[src/rtl/fxp_mac_pipe.sv]
// Fixed-point MAC pipeline: capture, multiply, round, then a
// saturating accumulate with sticky overflow and a MAC counter.
module fxp_mac_pipe #(
  parameter int WIDTH = 16,
  parameter int FRAC  = 8,
  parameter int GUARD = 8,
  parameter int CNT_W = 8
) (
  input  logic             clk,
  input  logic             reset,
  input  logic [WIDTH-1:0] A,
  input  logic [WIDTH-1:0] B,
  input  logic [3:0]       wrAddr,
  output logic [WIDTH-1:0] result,
  output logic             result_valid,
  output logic             ovf,
  output logic [CNT_W-1:0] mac_count
);

  localparam int ACC_W = WIDTH + GUARD;
  localparam int PW    = 2 * WIDTH;
  localparam int RW    = PW - FRAC;
  localparam int SW    = ((RW > ACC_W) ? RW : ACC_W) + 1;

  localparam logic signed [PW-1:0] HALF =
    PW'(1) << (FRAC - 1);
  localparam logic signed [SW-1:0] AMAX =
    SW'({1'b0, {(ACC_W-1){1'b1}}});
  localparam logic signed [SW-1:0] AMIN = ~AMAX;
  localparam logic signed [ACC_W-1:0] RMAX =
    ACC_W'({1'b0, {(WIDTH-1){1'b1}}});
  localparam logic signed [ACC_W-1:0] RMIN = ~RMAX;

  typedef enum logic [1:0] {
    OP_NOP = 2'd0,
    OP_MAC = 2'd1,
    OP_CLR = 2'd2,
    OP_MUL = 2'd3
  } op_e;

  typedef struct packed {
    op_e              op;
    logic [WIDTH-1:0] a;
    logic [WIDTH-1:0] b;
  } s1_t;

  typedef struct packed {
    op_e           op;
    logic [PW-1:0] prod;
  } s2_t;

  typedef struct packed {
    op_e           op;
    logic [RW-1:0] rp;
  } s3_t;

  s1_t s1;
  s2_t s2;
  s3_t s3;

  op_e dec_op;

  always_comb begin
    dec_op = OP_NOP;
    unique case (1'b1)
      (wrAddr == 4'd1): dec_op = OP_MAC;
      (wrAddr == 4'd2): dec_op = OP_CLR;
      (wrAddr == 4'd3): dec_op = OP_MUL;
      default:          dec_op = OP_NOP;
    endcase
  end

  always_ff @(posedge clk or negedge reset) begin
    if (!reset) begin
      s1 <= '0;
    end else begin
      s1.op <= dec_op;
      s1.a  <= A;
      s1.b  <= B;
    end
  end

  logic signed [PW-1:0] prod_c;

  assign prod_c = PW'($signed(s1.a)) * PW'($signed(s1.b));

  always_ff @(posedge clk or negedge reset) begin
    if (!reset) begin
      s2 <= '0;
    end else begin
      s2.op   <= s1.op;
      s2.prod <= prod_c;
    end
  end

  // Round half up in Q.2FRAC before dropping FRAC bits.
  logic signed [PW-1:0] rsum_c;
  logic [RW-1:0]        rp_c;

  assign rsum_c = $signed(s2.prod) + HALF;
  assign rp_c   = RW'(rsum_c >>> FRAC);

  always_ff @(posedge clk or negedge reset) begin
    if (!reset) begin
      s3 <= '0;
    end else begin
      s3.op <= s2.op;
      s3.rp <= rp_c;
    end
  end

  logic signed [ACC_W-1:0] acc;
  logic signed [ACC_W-1:0] acc_n;
  logic signed [SW-1:0]    acc_x;
  logic signed [SW-1:0]    rp_x;
  logic signed [SW-1:0]    sum;
  logic [WIDTH-1:0]        res_n;
  logic                    val_n;
  logic                    ovf_n;
  logic                    sat;
  logic                    clamp;
  logic [CNT_W-1:0]        cnt_n;

  assign acc_x = SW'(acc);
  assign rp_x  = SW'($signed(s3.rp));

  always_comb begin
    acc_n = acc;
    res_n = result;
    val_n = 1'b0;
    ovf_n = ovf;
    cnt_n = mac_count;
    sum   = '0;
    sat   = 1'b0;
    clamp = 1'b0;
    unique case (1'b1)
      (s3.op == OP_MAC),
      (s3.op == OP_MUL): begin
        sum = (s3.op == OP_MAC) ? acc_x + rp_x : rp_x;
        if (sum > AMAX) begin
          sum = AMAX;
          sat = 1'b1;
        end else if (sum < AMIN) begin
          sum = AMIN;
          sat = 1'b1;
        end
        acc_n = ACC_W'(sum);
        // acc keeps its guard range; only the output clamps.
        if (acc_n > RMAX) begin
          res_n = {1'b0, {(WIDTH-1){1'b1}}};
          clamp = 1'b1;
        end else if (acc_n < RMIN) begin
          res_n = {1'b1, {(WIDTH-1){1'b0}}};
          clamp = 1'b1;
        end else begin
          res_n = WIDTH'(acc_n);
        end
        val_n = 1'b1;
        ovf_n = ovf | sat | clamp;
        cnt_n = mac_count + CNT_W'(1);
      end
      (s3.op == OP_CLR): begin
        acc_n = '0;
        res_n = '0;
        val_n = 1'b1;
        ovf_n = 1'b0;
        cnt_n = '0;
      end
      default: begin
        val_n = 1'b0;
      end
    endcase
  end

  always_ff @(posedge clk or negedge reset) begin
    if (!reset) begin
      acc          <= '0;
      result       <= '0;
      result_valid <= 1'b0;
      ovf          <= 1'b0;
      mac_count    <= '0;
    end else begin
      acc          <= acc_n;
      result       <= res_n;
      result_valid <= val_n;
      ovf          <= ovf_n;
      mac_count    <= cnt_n;
    end
  end

endmodule
[config.mk]
export PLATFORM = sky130hd
export DESIGN_NAME = fxp_mac_pipe
export DESIGN_NICKNAME = d
export VERILOG_FILES = /design/src/rtl/fxp_mac_pipe.sv
export SDC_FILE = /design/constraint.sdc
export NUM_CORES = 1
export LEC_CHECK = 0
export BUFFER_PORTS_ARGS = -buffer_cell sky130_fd_sc_hd__buf_4
export CORE_ASPECT_RATIO = 2
export CORE_UTILIZATION = 25
export CTS_CLUSTER_SIZE = 20
export DETAILED_ROUTE_END_ITERATION = 10
export GPL_ROUTABILITY_DRIVEN = 0
export GPL_TIMING_DRIVEN = 0
export SETUP_SLACK_MARGIN = 0.02
export SLEW_MARGIN = 0
export SYNTH_ARGS = -nofsm -noshare
export SYNTH_HDL_FRONTEND = slang
export SYNTH_SLANG_ARGS = --single-unit
[constraint.sdc]
create_clock -name clk -period 9.6 [get_ports clk]
set_clock_uncertainty 0.2 [all_clocks]
set_input_delay 0.48 -clock clk [delete_from_list [all_inputs] [get_ports clk]]
set_output_delay 0.48 -clock clk [all_outputs]
set_load 0.1 [all_outputs]
======== Word level (Yosys, flattened, before mapping) ========
Index checks and enable logic that the tools add are counted.
word-level totals
  bits of input ports ..................... 38
  logic and storage cells ................. 49
  output and inout bits ................... 26
  flip-flop bits (word level) ............. 144
operators by class
  muxes and demuxes ....................... 18
  bitwise logic cells ..................... 2
  equal/unequal tests ..................... 6
  add/sub/neg operators ................... 3
  $lt $le $gt $ge ......................... 4
  $mul .................................... 1
  reduce and logical (&&, ||, !) cells .... 3
operator list
  cell                     number
  $mux W24                 3
  $pmux W24 S2             1
  $add A32 B9 Y32 const B  1
  $mul A16 B16 Y32         1
  $mux W16                 2
  $pmux W16 S2             1
  $add A24 B24 Y25         1
  $gt A25 B24 Y1 const B   1
  $lt A25 B24 Y1 const B   1
  $mux W25                 1
  $gt A24 B16 Y1 const B   1
  $lt A24 B16 Y1 const B   1
  $pmux W8 S2              1
  $add A8 B1 Y8 const B    1
  $eq A4 B2 Y1 const B     2
  $mux W1                  7
  $pmux W2 S3              1
  $eq A2 B2 Y1 const B     2
  $eq A4 B1 Y1 const B     1
  $reduce_or A3 Y1         1
  $eq A2 B1 Y1 const B     1
  $or A1 B1 Y1             2
  $pmux W1 S2              1
  $reduce_bool A2 Y1       1
  $reduce_or A2 Y1         1

======== Depth between registers and ports, before layout ========
Gate-level depths: netlist (run 1).
  depth in word-level cells ............... 12
  mapped depth ............................ 25
  gate-level depth less buffers ........... 24

======== Worst setup path after synthesis (run 1) ========
Ideal clock, no wire load.
  path type ............................... reg-to-reg
  start point ............................. reg s1[31] (netlist name)
  end point ............................... reg s2[31] (netlist name)
  setup time .............................. 0.080 ns
  path slack .............................. 2.687 ns
  buffers on the path ..................... 1
  required time ........................... 9.320 ns
  data arrival time ....................... 6.633 ns
  period minus slack after synthesis ...... 6.913 ns
  stages on the path, launching flop included .. 22
  cell sequence ........................... dfrtp_1 > clkbuf_1 > nand2_1 > inv_1 > fa_1 > fa_1 > inv_1 > fa_1 > inv_1 > fa_1 > fa_1 > fa_1 > ha_1 > a21o_1 > a211oi_1 > o21ai_0 > a2111oi_0 > a221oi_1 > o41ai_1 > o21bai_1 > a21oi_1 > xnor2_1
between the ends
  cells in the longest elaborated chain, start to end .. 1
RTL lines
  what                line  source
  start: declaration  57    s1_t s1;
  $mul A16 B16 Y32    85    assign prod_c = PW'($signed(s1.a)) * PW'($signed(s1.b));
  net prod_c[31]      83    logic signed [PW-1:0] prod_c;
  end: declaration    58    s2_t s2;
The timed path passes the listed nets, and every way through them passes these cells.
A chain may end at the register's enable or synchronous reset.

======== Worst setup path after layout (run 1) ========
  start point ............................. reg s1[3] (netlist name)
  end point ............................... reg s2[31] (netlist name)
The elaborated chain is that of the path after synthesis.

==> results.cfg, run 1 <==
[logic_synthesis]
synth-edff-count = 0
synth_cell_types = 70
yosys.area_share.xor_xnor = 0.03637
synth_compound_area_frac = 0.07865
syn-num-nets = 2002
ys.flop_type = dfrtp_1
synth_area_leader_cell = fa_1
synthCells = 1597
ys_seq_area_frac = 0.2190
synth_common_cells = inv_1, fa_1, nand2_1
synth-simple-area-share = 0.1671
syn-cell-area_sq_um = 15650
syn_area_per_cell_sq_um = 9.802
synth_mux_area_frac = 0.003197
yosys-top-cells-area = fa_1, dfrtp_1, ha_1
synth-async-reset-ratio = 1.000
yosys.area.top_type_share = 0.3351
synth_top_family_by_area = adder cells
yosys_warnings = 0
synth_fa_ha_area_frac = 0.4190
synth-seq-cells = 137
yosysMostFrequentCell = inv_1

[die]
ios = 64
fp.dieArea_sq_um = 63680
die_w_microns = 178.9
rows = 129
initial_core_util = 0.2532
core_area_sq_um = 61820
die_y_microns = 355.9

[layout]
drive_gt1_frac = 0.06940
fin_nets = 2121
fillers = 6430
num_antenna_cells = 0
area_growth_pct = 15.71

[detailed_routing]
dr_total_vias = 11529
antenna_left = 0
remaining_drc_errors = 0
wire_per_inst_microns = 16.45
wl_mm = 41.38
drt-initial-drc-count = 459
drt-vias-per-instance = 4.584
drtPass1Iterations = 5

[placed_design]
dp_hpwl_mm = 35.11
io_buffer_count = 63

[cts]
h-tree-depth = 4
post-cts-setup-buffers = 0
clock_path_buffers = 2
cts_tree = yes
clk_pin_slew_worst_paths_ns = 0.07
cts_buffers = 17
insertion_delay_ns = 0.46
cts_root_buf = clkbuf_16
cts_num_sinks = 137

[global_routing]
grt_pass1_wl_mm = 66.34
antenna_found_initial = 0
gr-total-overflow = 0
track_usage = 0.1381
grt_pass1_vias = 12843
grt_max_degree = 82

[hold_path]
holdPathStages = 2
hold_path_class = input pin to flip-flop
min_to = s1[32]
worstHoldStart = wrAddr[0]

[worst_setup_path]
r2r_start = s1[3]
ff2ff_setup_slack_ns = 1.47
critical_path.top_delay_family = adder cells
cp.required_ns = 9.73
reg2reg_depth = 20
critPathLaunchType = flip-flop
crit_chain = clkbuf_1 -> and2_1 -> fa_1 -> fa_1 -> inv_1 -> fa_1 -> inv_1 -> fa_1 -> fa_1 -> fa_1 -> ha_1 -> a21o_1 -> a211oi_1 -> o21ai_0 -> a2111oi_0 -> a221oi_1 -> o41ai_1 -> o21bai_1 -> a21oi_1 -> xnor2_1
critPathArrivalTime_ns = 8.26
cp_max_fo = 10
worstReg2RegEnd = s2[31]
cpMostUsedCell = fa_1
cp_num_buf_inv = 3
crit_slowest_cell = fa_1
endpoint_kind = flip-flop
crit_type = flip-flop to flip-flop
cp_slowest_stage_delay_ns = 0.92

[timing]
setup-violations-final = 0
rsz0062_at_grt = no
max_slew.worst_pin.slew_ns = 0.8525
fmax_mhz = 123.0
slew_headroom = 0.4316
drv_slew = 0
setup_tns_ns = 0
finalCritPeriodShare = 0.8471
period_needed_ns = 8.132
hold_viol_final = 0

[run_status]
status = finished, final reports clean

[job]
drv_cap = 0
[kinds of logic after synthesis]
kind of cell	Yosys count
AO/OA/AOI/OAI	181
XOR/XNOR	65
adder cells (fa/ha/maj)	367
buffers and inverters	317
flip-flops	137
multiplexers	5
AND/OR/NAND/NOR	525
[worst reg2reg max path: cells and delay by family, from the launching register on]
family / cells / cell delay, ns
flip-flops: 1 / 0.55
buffers and inverters: 3 / 0.75
adder cells (fa/ha/maj): 7 / 3.92
AND/OR/NAND/NOR: 1 / 0.25
XOR/XNOR: 1 / 0.22
AO/OA/AOI/OAI: 8 / 2.11
[final cells by class]
class,instances,area (sq um),share of cell area
clock inverter,13,167.7,0.009257
multi-input combinational,1143,11020,0.6087
clock buffer,19,442.9,0.02445
tap,786,983.4,0.05430
inverter,266,998.5,0.05513
sequential,137,3428,0.1893
timing repair buffer,100,864.6,0.04773
buffer,51,202.7,0.01119
[sequential cells by signal (all words and copies together) (netlist names)]
register / flops
s1: 34
result_valid: 1
ovf: 1
result: 16
s2: 27
mac_count: 8
rp_x: 24
s3: 2
acc: 24
[metrics by stage]
| step | std cells | utilization | setup slack [ns] | hold WS (ns) | cell area, sq um |
|---|---|---|---|---|---|
| finish | 2515 | 0.2930 | 1.468 | 0.08461 | 18110 |
| floorplan | 1597 | - | 2.687 | -0.01559 | 15650 |
| detailed placement | 2447 | 0.2773 | 1.488 | 0.1362 | 17140 |
| global route | 2515 | 0.2930 | 0.8334 | 0.06311 | 18110 |
| CTS | 2515 | 0.2930 | 1.440 | 0.04260 | 18110 |
| global placement | 2446 | 0.2768 | 1.575 | 0.1394 | 17110 |
[layout by cell type, fill, tap and decap left out, types with 3 or more instances in the layout]
cell,netlist,layout
clkbuf_16,0,17
clkinv_4,0,3
a31oi_1,14,14
a21oi_2,4,4
and3_1,16,16
bufinv_16,0,3
nand2b_1,23,23
o2111ai_1,3,3
a22o_1,7,7
buf_2,3,3
xnor2_1,47,47
a21oi_1,35,35
or2_2,4,4
dlygate4sd3_1,0,36
nor3_1,14,14
fa_1,262,262
a21o_1,30,30
o21a_1,6,6
nor2_1,40,40
o211ai_1,5,5
o21ai_1,3,3
nand4_1,10,10
ha_1,105,105
inv_6,0,3
o31a_1,5,5
mux2i_1,5,5
dfrtp_1,137,137
and2_1,125,125
xor2_1,18,18
inv_1,265,265
nor2b_1,9,9
nand2_1,219,219
nor3b_1,3,3
or3_1,4,4
o21ai_0,39,39
buf_4,0,62
nand3b_1,3,3
nand3_1,40,40
clkbuf_1,47,48
[layer usage]
layer / vias to the layer above / global-route usage / share of wire
li1: 5254 / - / -
met1: 5829 / 0.1288 / 0.33
met2: 293 / 0.2621 / 0.56
met3: 153 / 0.01867 / 0.028
met4: 0 / 0.1085 / 0.082
met5: - / 0 / 0
[repair_timing]
| action | CTS | global route |
|---|---|---|
| endpoints found under the hold margin | 90 | 0 |
| gates resized for setup | 0 | 0 |
| hold buffers | 36 | 0 |
[worst max path at each step]
| stage | start | to | slack [ns] | depth (start not counted) |
|---|---|---|---|---|
| 4_1_cts | s1[1] | s2[31] | 1.44 | 21 |
| 3_3_place_gp | s1[3] | s2[31] | 1.57 | 20 |
| 5_1_grt | s1[1] | s2[31] | 0.83 | 21 |
| 3_5_place_dp | s1[1] | s2[31] | 1.49 | 21 |
| 2_1_floorplan | s1[31] | s2[31] | 2.69 | 21 |
| 6_report | s1[3] | s2[31] | 1.47 | 20 |
Power of run 1 is left out: the tool's default activity adds up to more than one toggle a clock period on the data nets, which glitch-free logic cannot reach.
==> run 2: changes to the inputs <==
--- a/config.mk
+++ b/config.mk
@@ -5,6 +5,7 @@
 export SDC_FILE = /design/constraint.sdc
 export NUM_CORES = 1
 export LEC_CHECK = 0
+export ABC_AREA = 1
 export BUFFER_PORTS_ARGS = -buffer_cell sky130_fd_sc_hd__buf_4
 export CORE_ASPECT_RATIO = 2
 export CORE_UTILIZATION = 25
==> constraint.sdc (replaced) <==
create_clock -name clk -period 7.7 [get_ports clk]
set_clock_uncertainty 0.2 [all_clocks]
set_input_delay 0.385 -clock clk [delete_from_list [all_inputs] [get_ports clk]]
set_output_delay 0.385 -clock clk [all_outputs]
set_load 0.1 [all_outputs]
==> run 2 against run 1 <==
First-iteration DRC count up 36%. Cell count rose by 22%. Global-route usage grew 2.1 points. Final area rose by 6.9%. Highest routed layer unchanged. Sequential share of layout area shrank 1.2 points. Critical path depth grew 3. Utilization about the same. Worst setup slack got worse by 1.3 ns. Largest cell class unchanged. Non-clock buffer count is 14 higher.
==> results.cfg, run 2 <==
[run_status]
status = finished, final reports clean

[timing]
rsz0062_at_grt = no
period_needed_ns = 7.521
setup_tns_ns = 0
max_slew.worst_pin.slew_ns = 0.8146
finalCritPeriodShare = 0.9767
drv_slew = 0
setup-violations-final = 0
hold_viol_final = 0
fmax_mhz = 133.0
slew_headroom = 0.4512

[logic_synthesis]
synth_common_cells = nand2_1, inv_1, fa_1
synth_area_leader_cell = fa_1
yosys_warnings = 0
yosys.area.top_type_share = 0.3132
yosysMostFrequentCell = nand2_1
synth-edff-count = 0
yosys-top-cells-area = fa_1, dfrtp_1, nand2_1
synth-async-reset-ratio = 1.000
syn_area_per_cell_sq_um = 8.176
synthCells = 2048
ys.flop_type = dfrtp_1
syn-cell-area_sq_um = 16740
syn-num-nets = 2453
synth-seq-cells = 137
ys_seq_area_frac = 0.2047
synth_cell_types = 42

[global_routing]
grt_pass1_wl_mm = 79.71
track_usage = 0.1588
grt_max_degree = 98
grt_pass1_vias = 14725
antenna_found_initial = 1
gr-total-overflow = 0

[layout]
final_cell_mix = nand2_1, inv_1, fa_1
fillers = 7075
fin_nets = 2573
largestRegisters = s1 (34), s2 (27)
area_growth_pct = 15.67
seq_area_sq_um = 3428
multi_input_area_sq_um = 11190
drive_gt1_frac = 0.07113
largest_reg_flops = 34
layout_commonest_cell = nand2_1
fin_cells = 3057
top_register = s1

[die]
die_w_microns = 185
die_y_microns = 368
rows = 133
initial_core_util = 0.2535
fp.dieArea_sq_um = 68080
core_area_sq_um = 66060
ios = 64

[worst_setup_path]
critPathArrivalTime_ns = 7.70
crit_slowest_cell = clkbuf_1
cp_max_fo = 10
worstReg2RegEnd = s2[25]
cp_slowest_stage_delay_ns = 0.64
reg2reg_depth = 23
critPathLaunchType = flip-flop
r2r_start = s1[2]
crit_type = flip-flop to flip-flop
endpoint_kind = flip-flop
ff2ff_setup_slack_ns = 0.18
crit_chain = clkbuf_1 -> clkbuf_1 -> nand2_1 -> fa_1 -> inv_1 -> fa_1 -> inv_1 -> fa_1 -> inv_1 -> fa_1 -> inv_1 -> fa_1 -> inv_1 -> fa_1 -> ha_1 -> a21oi_1 -> inv_1 -> a21oi_1 -> o21ai_0 -> a21oi_1 -> o21ai_0 -> a21oi_1 -> xnor2_1
cp.required_ns = 7.88

[cts]
clock_path_buffers = 2
h-tree-depth = 4
cts_num_sinks = 137
cts_tree = yes
insertion_delay_ns = 0.46
post-cts-setup-buffers = 0
cts_root_buf = clkbuf_16
cts_buffers = 17
clk_pin_slew_worst_paths_ns = 0.07

[placed_design]
dp_hpwl_mm = 42.91
dp.cells = 2989
io_buffer_count = 63

[detailed_routing]
wire_per_inst_microns = 16.71
antenna_left = 0
wl_mm = 51.09
dr_total_vias = 13384
remaining_drc_errors = 0
drtPass1Iterations = 5
drt-initial-drc-count = 626
drt-vias-per-instance = 4.378

[hold_path]
min_to = s3[24]
worstHoldStart = s2[32]
holdPathStages = 0
hold_path_class = flip-flop to flip-flop

[job]
drv_cap = 0
run 2: changes by cell type after synthesis, sizes merged, moves of 10 or more:
cell	previous run	this run
and3	17	0
a21oi	39	72
nand2	219	551
a31oi	14	4
a21o	30	0
xor2	18	38
nand2b	23	0
or2	4	22
xnor2	47	26
nand3	40	70
and2	126	6
inv	265	494
nor2	40	97
run 2: how the worst max path moves through the flow:
stage	depth (start not counted)	slack [ns]	to	startpoint
5_1_grt	24	0.02	s2[24]	s1[2]
2_1_floorplan	22	1.71	s2[30]	s1[3]
3_3_place_gp	23	0.27	s2[25]	s1[6]
6_report	23	0.18	s2[25]	s1[2]
3_5_place_dp	23	0.23	s2[25]	s1[6]
4_1_cts	23	0.22	s2[25]	s1[6]
run 2: cells by family after synthesis:
logic type,synth area share
simple gates,0.1936
compound gates,0.04857
fa+ha+maj,0.3917
buf+inv,0.1273
mux,0.0006724
flops,0.2047
xor+xnor,0.03348
run 2: timing repair:
action,CTS,global route
hold endpoints to repair,74,0
hold buffers,37,0
gates resized for setup,0,5
setup endpoints to repair,0,2
run 2: worst max-delay path: cells and delay by family (launching register included):
family	cells	cell delay, ns
AO/OA/AOI/OAI	6	1.74
flip-flops	1	0.32
buffers and inverters	8	1.49
AND/OR/NAND/NOR	1	0.16
XOR/XNOR	1	0.14
adder cells (fa/ha/maj)	7	3.38
run 2: per-layer routing:
layer / GRT usage / part of all wire / vias up
met5: 0 / 0 / -
li1: - / - / 6269
met4: 0.1621 / 0.11 / 0
met1: 0.1354 / 0.30 / 6493
met2: 0.2997 / 0.55 / 415
met3: 0.02216 / 0.037 / 207
run 2: layout make-up:
cell class                      count  share of cell area
Antenna cell                        1           0.0001292
Timing Repair Buffer              101             0.04515
Multi-Input combinational cell   1352              0.5776
Clock inverter                     13             0.01130
Sequential cell                   137              0.1770
Tap cell                          877             0.05665
Buffer                             64             0.01421
Inverter                          495             0.09593
Clock buffer                       17             0.02196
run 2: through the flow:
step	utilization	worst slack [ns]	hold WS (ns)	instance area, sq um
2_1_floorplan	-	1.711	-0.1106	16740
3_3_place_gp	0.2772	0.2695	0.1363	18320
3_5_place_dp	0.2777	0.2287	0.1364	18350
4_1_cts	0.2931	0.2171	0.1390	19360
5_1_grt	0.2932	0.02497	0.1436	19370
6_report	0.2932	0.1794	0.1370	19370
Power of run 2 is left out for the same reason.
